$ cat src/rtl/host_cmd_if.sv
// Byte-stream and CPU_top debug-port signals of the host command master.
// master: the command initiator; slave: the UART/CPU side it talks to.
interface host_cmd_if;
  logic [7:0]  rx_data;
  logic        rx_valid;
  logic        rx_ready;
  logic [7:0]  tx_data;
  logic        tx_valid;
  logic        tx_ready;
  logic [1:0]  cmd;
  logic [31:0] addr_in;
  logic [31:0] data_in;
  logic [31:0] data_out;

  modport master (
    input  rx_data, rx_valid, tx_ready, data_out,
    output rx_ready, tx_data, tx_valid, cmd, addr_in, data_in
  );

  modport slave (
    output rx_data, rx_valid, tx_ready, data_out,
    input  rx_ready, tx_data, tx_valid, cmd, addr_in, data_in
  );
endinterface

$ cat src/rtl/host_cmd_master.sv
// Host command initiator: parses opcode/address/data byte frames from the
// UART receiver, issues one-cycle cmd transactions to CPU_top, and returns
// ACK / ERR / read-data bytes on the transmit stream.
module host_cmd_master #(
  parameter int unsigned READ_LAT = 2,
  parameter int unsigned TIMEOUT  = 100000,
  parameter logic [7:0]  ACK_BYTE = 8'h06,
  parameter logic [7:0]  ERR_BYTE = 8'h15
) (
  input logic        clk,
  input logic        reset,
  host_cmd_if.master bus
);
  localparam int TW = $clog2(TIMEOUT + 1);
  localparam int WW = $clog2(READ_LAT + 2);

  typedef enum logic [2:0] {IDLE, ADDR, DATA, ISSUE, WAIT_RD, RESP} state_t;

  state_t        state;
  logic [1:0]    op;         // cmd code latched from the opcode byte
  logic [1:0]    byte_cnt;   // byte lane within the current address/data word
  logic [TW-1:0] to_cnt;     // idle cycles since the last accepted frame byte
  logic [WW-1:0] wait_cnt;   // cycles elapsed since the read issue cycle
  logic [2:0]    resp_left;  // response bytes still to be handed to TX
  logic [31:0]   rsp;        // read data, shifted down one byte per handshake
  logic          rx_hs;
  logic          tx_hs;

  assign rx_hs = bus.rx_valid && bus.rx_ready;
  assign tx_hs = bus.tx_valid && bus.tx_ready;

  // Frame parser, command issue, read wait and response FSM; all outputs registered.
  always_ff @(posedge clk or negedge reset) begin
    if (!reset) begin
      state        <= IDLE;
      op           <= 2'b00;
      byte_cnt     <= 2'd0;
      to_cnt       <= '0;
      wait_cnt     <= '0;
      resp_left    <= 3'd0;
      rsp          <= 32'h0;
      bus.rx_ready <= 1'b1;
      bus.tx_valid <= 1'b0;
      bus.tx_data  <= 8'h00;
      bus.cmd      <= 2'b00;
      bus.addr_in  <= 32'h0;
      bus.data_in  <= 32'h0;
    end else begin
      bus.cmd <= 2'b00;
      unique case (state)
        IDLE: begin
          if (rx_hs) begin
            byte_cnt <= 2'd0;
            to_cnt   <= '0;
            case (bus.rx_data)
              8'h01: begin op <= 2'b01; state <= ADDR; end
              8'h02: begin op <= 2'b10; state <= ADDR; end
              8'h03: begin op <= 2'b11; state <= ADDR; end
              default: begin
                state        <= RESP;
                bus.rx_ready <= 1'b0;
                bus.tx_valid <= 1'b1;
                bus.tx_data  <= ERR_BYTE;
                resp_left    <= 3'd1;
              end
            endcase
          end
        end
        ADDR, DATA: begin
          // An accepted byte always wins over a timeout in the same cycle.
          if (rx_hs) begin
            to_cnt   <= '0;
            byte_cnt <= byte_cnt + 2'd1;
            if (state == ADDR) bus.addr_in[{byte_cnt, 3'b000} +: 8] <= bus.rx_data;
            else               bus.data_in[{byte_cnt, 3'b000} +: 8] <= bus.rx_data;
            if (byte_cnt == 2'd3) begin
              if (state == ADDR && op != 2'b11) begin
                state <= DATA;
              end else begin
                state        <= ISSUE;
                bus.cmd      <= op;
                bus.rx_ready <= 1'b0;
              end
            end
          end else if (to_cnt == TW'(TIMEOUT - 1)) begin
            state  <= IDLE;
            to_cnt <= '0;
          end else begin
            to_cnt <= to_cnt + TW'(1);
          end
        end
        ISSUE: begin
          if (op == 2'b11) begin
            state    <= WAIT_RD;
            wait_cnt <= WW'(1);
          end else begin
            state        <= RESP;
            bus.tx_valid <= 1'b1;
            bus.tx_data  <= ACK_BYTE;
            resp_left    <= 3'd1;
          end
        end
        WAIT_RD: begin
          if (wait_cnt == WW'(READ_LAT)) begin
            rsp          <= bus.data_out;
            bus.tx_data  <= bus.data_out[7:0];
            bus.tx_valid <= 1'b1;
            resp_left    <= 3'd4;
            state        <= RESP;
          end else begin
            wait_cnt <= wait_cnt + WW'(1);
          end
        end
        RESP: begin
          if (tx_hs) begin
            resp_left <= resp_left - 3'd1;
            if (resp_left == 3'd1) begin
              bus.tx_valid <= 1'b0;
              bus.rx_ready <= 1'b1;
              state        <= IDLE;
            end else begin
              bus.tx_data <= rsp[15:8];
              rsp         <= {8'h00, rsp[31:8]};
            end
          end
        end
        default: state <= IDLE;
      endcase
    end
  end
endmodule
$ cat src/flat_wrapper.sv
// flat-port wrapper written by rule: the top's interface ports become plain ports
module host_cmd_master_flat 
#(
  parameter int unsigned READ_LAT = 2,
  parameter int unsigned TIMEOUT  = 100000,
  parameter logic [7:0]  ACK_BYTE = 8'h06,
  parameter logic [7:0]  ERR_BYTE = 8'h15
)
  (clk, reset, bus_rx_data, bus_rx_valid, bus_tx_ready, bus_data_out, bus_rx_ready, bus_tx_data, bus_tx_valid, bus_cmd, bus_addr_in, bus_data_in);
  host_cmd_if bus_i ();
  input logic clk;
  input logic reset;
  input wire logic [$bits(bus_i.rx_data)-1:0] bus_rx_data;
  input wire logic [$bits(bus_i.rx_valid)-1:0] bus_rx_valid;
  input wire logic [$bits(bus_i.tx_ready)-1:0] bus_tx_ready;
  input wire logic [$bits(bus_i.data_out)-1:0] bus_data_out;
  output wire logic [$bits(bus_i.rx_ready)-1:0] bus_rx_ready;
  output wire logic [$bits(bus_i.tx_data)-1:0] bus_tx_data;
  output wire logic [$bits(bus_i.tx_valid)-1:0] bus_tx_valid;
  output wire logic [$bits(bus_i.cmd)-1:0] bus_cmd;
  output wire logic [$bits(bus_i.addr_in)-1:0] bus_addr_in;
  output wire logic [$bits(bus_i.data_in)-1:0] bus_data_in;
  assign bus_i.rx_data = bus_rx_data;
  assign bus_i.rx_valid = bus_rx_valid;
  assign bus_i.tx_ready = bus_tx_ready;
  assign bus_i.data_out = bus_data_out;
  assign bus_rx_ready = bus_i.rx_ready;
  assign bus_tx_data = bus_i.tx_data;
  assign bus_tx_valid = bus_i.tx_valid;
  assign bus_cmd = bus_i.cmd;
  assign bus_addr_in = bus_i.addr_in;
  assign bus_data_in = bus_i.data_in;
  host_cmd_master #(.READ_LAT(READ_LAT), .TIMEOUT(TIMEOUT), .ACK_BYTE(ACK_BYTE), .ERR_BYTE(ERR_BYTE)) u_core (.clk(clk), .reset(reset), .bus(bus_i));
endmodule
$ cat config.mk
export PLATFORM = sky130hd
export DESIGN_NAME = host_cmd_master_flat
export DESIGN_NICKNAME = d
export VERILOG_FILES = /design/src/rtl/host_cmd_if.sv /design/src/rtl/host_cmd_master.sv /design/src/flat_wrapper.sv
export SDC_FILE = /design/constraint.sdc
export NUM_CORES = 1
export LEC_CHECK = 0
export ABC_AREA = 0
export BUFFER_PORTS_ARGS = -buffer_cell sky130_fd_sc_hd__buf_2
export CAP_MARGIN = 15
export CORE_ASPECT_RATIO = 0.6
export CORE_UTILIZATION = 38
export CTS_CLUSTER_SIZE = 10
export DETAILED_ROUTE_END_ITERATION = 10
export MAX_ROUTING_LAYER = met4
export PLACE_DENSITY = 0.69
export SYNTH_ARGS = -nofsm -noshare
export SYNTH_HDL_FRONTEND = slang
export SYNTH_SLANG_ARGS = --single-unit
$ cat constraint.sdc
create_clock -name clk -period 3.77 [get_ports clk]
set_clock_uncertainty 0.1 [all_clocks]
set_input_delay 1.131 -clock clk [delete_from_list [all_inputs] [get_ports clk]]
set_output_delay 1.131 -clock clk [all_outputs]
set_load 0.005 [all_outputs]
==> flow_metrics.py <==
metrics = {
    "power": {
        "vdd_drop_max_v": 0.000270,
        "comb_power_share_pct": 2.4,
        "p_seq_share_pct": 44.6,
        "total_leakage_power_nw": 3.81,
        "p_int_mw": 2.41,
        "switching_share_pct": 22.5,
        "p_switching_mw": 0.700,
        "clockPowerShare_pct": 53.1,
        "power_density_mw_per_mm2": 419,
    },
    "timing": {
        "tns_ns": 0,
        "maxSlewHeadroom_pct": 40.4,
        "hold_viol_final": 0,
        "worst_pin_slew_ns": 0.893,
        "setup_viol": 0,
        "fin_crit_sh_pct": 69.8,
        "max_freq_mhz": 380,
        "period_needed_ns": 2.63,
        "maxSlewViolCount": 0,
        "rsz0062_at_grt": "no",
    },
    "yosys": {
        "synth_cell_types": 54,
        "ys_warn_count": 0,
        "yosys_most_used_dff": "dfrtp_1",
        "netlist_area_mm2": 0.00602,
        "yosysTopAreaCell": "dfrtp_1",
        "synth_seq_cells": 129,
        "postSynthAreaPerCell_um2": 11.3,
        "synth_edf_count": 0,
        "async_reset_ff_share_pct": 100,
        "synth_top_cells_by_area": "dfrtp_1 (53%), mux2_2 (9.3%), a22o_1 (4.1%)",
        "netlist_instances": 532,
        "syn_nets": 585,
        "synth.top_cell.area_share_pct": 53.2,
        "ys_seq_area_share_pct": 53.6,
    },
    "final_layout": {
        "nets": 708,
        "final_common_cell": "dfrtp_1",
        "final_util_pct": 48.2,
        "final_cell_mix": "dfrtp_1 (128), buf_2 (118), nor2_1 (54), nand2_1 (54), mux2_2 (50)",
        "fillers": 1433,
        "fin_area_mm2": 0.00742,
        "synthToLayoutAreaGrowth_pct": 23.3,
        "drive_gt1_share_pct": 33.5,
    },
    "clocking": {
        "clkTransAtPathRegs_ns": 0.06,
        "clockBufferDepth": 2,
        "postCtsSetupRepairBufs": 0,
        "clock_latency_ns": 0.42,
        "cts_tree": "done",
        "cts_buffers": 17,
        "cts_num_sinks": 129,
        "postCtsHoldBufs": 0,
        "cts_max_level": 4,
        "root_buffer": "clkbuf_16",
        "post_cts_resized": 0,
    },
    "die": {
        "die_y_um": 99.5,
        "initial_utilization_pct": 39.1,
        "ioPinCount": 120,
        "fp.dieArea_mm2": 0.0164,
        "rows": 35,
        "die_x_um": 165,
        "core_area_mm2": 0.0154,
    },
    "detailed_routing": {
        "drt_iter0_drc": 421,
        "via_per_inst": 5.28,
        "ant_nets": 0,
        "dr.pass1.iters": 4,
        "totalWireLength_mm": 15.3,
        "wl_per_cell_um": 17.5,
        "drc": 0,
        "dr_total_vias": 4608,
    },
    "min_path": {
        "min_path_type": "reg -> reg",
    },
    "global_routing": {
        "grt_usage_pct": 20.2,
        "grt_max_degree": 47,
        "antenna_found_initial": 2,
        "grt_pass1_vias": 4583,
        "grt_overflow": 0,
        "grt_pass1_wl_mm": 24.5,
    },
    "setup_path": {
        "r2r_setup_slack_ns": 1.14,
        "worst-path-max-fanout": 25,
        "critPathRequiredTime_ns": 3.96,
        "path_class": "reg -> reg",
        "startpoint_type": "flip-flop",
        "endpoint_kind": "flip-flop",
        "critical_path_arrival_ns": 2.82,
    },
    "status": {
        "status": "complete, no violations",
    },
    "placement": {
        "dpl.hpwl_mm": 11.2,
        "placed_cell_area_mm2": 0.00682,
        "gp_congestion": 0.874,
        "portBuffers": 119,
    },
    "run": {
        "cap_violations": 0,
    },
}
## path summary, 6_finish.rpt
kind	from	end	cells past startpoint
setup / recovery	u_core.state[0]	u_core.bus.addr_in[9]	4
hold / removal	u_core.rsp[20]	u_core.rsp[20]	2
setup reg to reg	u_core.state[0]	u_core.bus.addr_in[9]	4
hold reg to reg	u_core.rsp[20]	u_core.rsp[20]	2
max in group asynchronous	reset	u_core.bus.rx_ready	2
min in group asynchronous	reset	u_core.bus.addr_in[7]	1
## final cells by class
type	count	area, µm²	area share, %
diodes	2	5.00	0.0674
clock buffers	18	439	5.92
clock inverters	14	158	2.12
inverters	10	37.5	0.506
multi-input cells	373	2650	35.7
flip-flops and latches	129	3230	43.5
well taps	203	254	3.42
repair buffers	124	648	8.73
## stage by stage
stage | hold WS [ns] | instances | power [mW] | setup slack, ns
floorplan | 0.345 | 532 | 1.42 | 1.12
global placement | 0.361 | 839 | 1.48 | 0.795
detailed placement | 0.369 | 839 | 1.48 | 0.754
CTS | 0.383 | 871 | 3.14 | 1.15
global route | 0.413 | 873 | 3.21 | 0.982
finish | 0.379 | 873 | 3.11 | 1.14
## per-layer routing
metal  GRT usage (%)  vias up  routed length [µm]
li1                -     2148                   -
met1            30.0     2284                7650
met2            27.4      163                6540
met3            4.71       13                1010
met4            4.87        0                 110
met5               -        -                   0
## sequential cells by signal, summed over array words and instances, names as in the netlist
name,count
u_core.bus.cmd,2
u_core.resp_left,3
u_core.bus.tx_valid,1
u_core.wait_cnt,2
u_core.state,3
u_core.bus.rx_ready,1
u_core.bus.data_in,32
u_core.to_cnt,17
u_core.byte_cnt,2
u_core.bus.addr_in,32
u_core.rsp,24
u_core.op,2
u_core.bus.tx_data,8
## power by group through the flow
stage                     clock (mW)  sequential [mW]  combinational, mW
after floorplan                    0             1.41            0.00859
after global placement             0             1.41             0.0727
after detailed placement           0             1.41             0.0751
after CTS                       1.68             1.38             0.0760
after global routing            1.74             1.38             0.0833
final                           1.65             1.38             0.0743
## Yosys cell counts (2+ instances only)
cell      instances
a211oi_1          3
a21oi_1          13
a22o_1           28
a31oi_1           3
and2_1            3
and2b_1           2
and3_1            6
and4b_1           2
buf_2             9
buf_6             2
clkbuf_1          8
dfrtp_1         128
ha_1              9
inv_1            10
mux2_2           50
mux2_4            8
mux2i_1          23
nand2_1          54
nand2b_1          9
nand3_1          11
nand3b_1          2
nand4_1           8
nor2_1           54
nor2_2            3
nor2b_1           3
nor3_1           12
nor4_1            2
o21ai_0          23
o31ai_1           4
or2_2             2
or2b_1            2
or3_1             5
xnor2_1           7
xor2_1            4
## critical path: stages, from the launching register on
cell and delay [ns]:
dfrtp_1 0.93, or2b_1 0.33, nor2_1 0.40, nand2_1 0.38, mux2_2 0.38
## cells by family after synthesis
logic type	Yosys count	share of synthesized area (%)
mux	81	15.2
fa+ha+maj	9	1.87
xor+xnor	11	1.60
compound gates	86	10.3
buf+inv	30	2.31
simple gates	186	15.1
flops	129	53.6
Power figures use the tool's default switching activity.
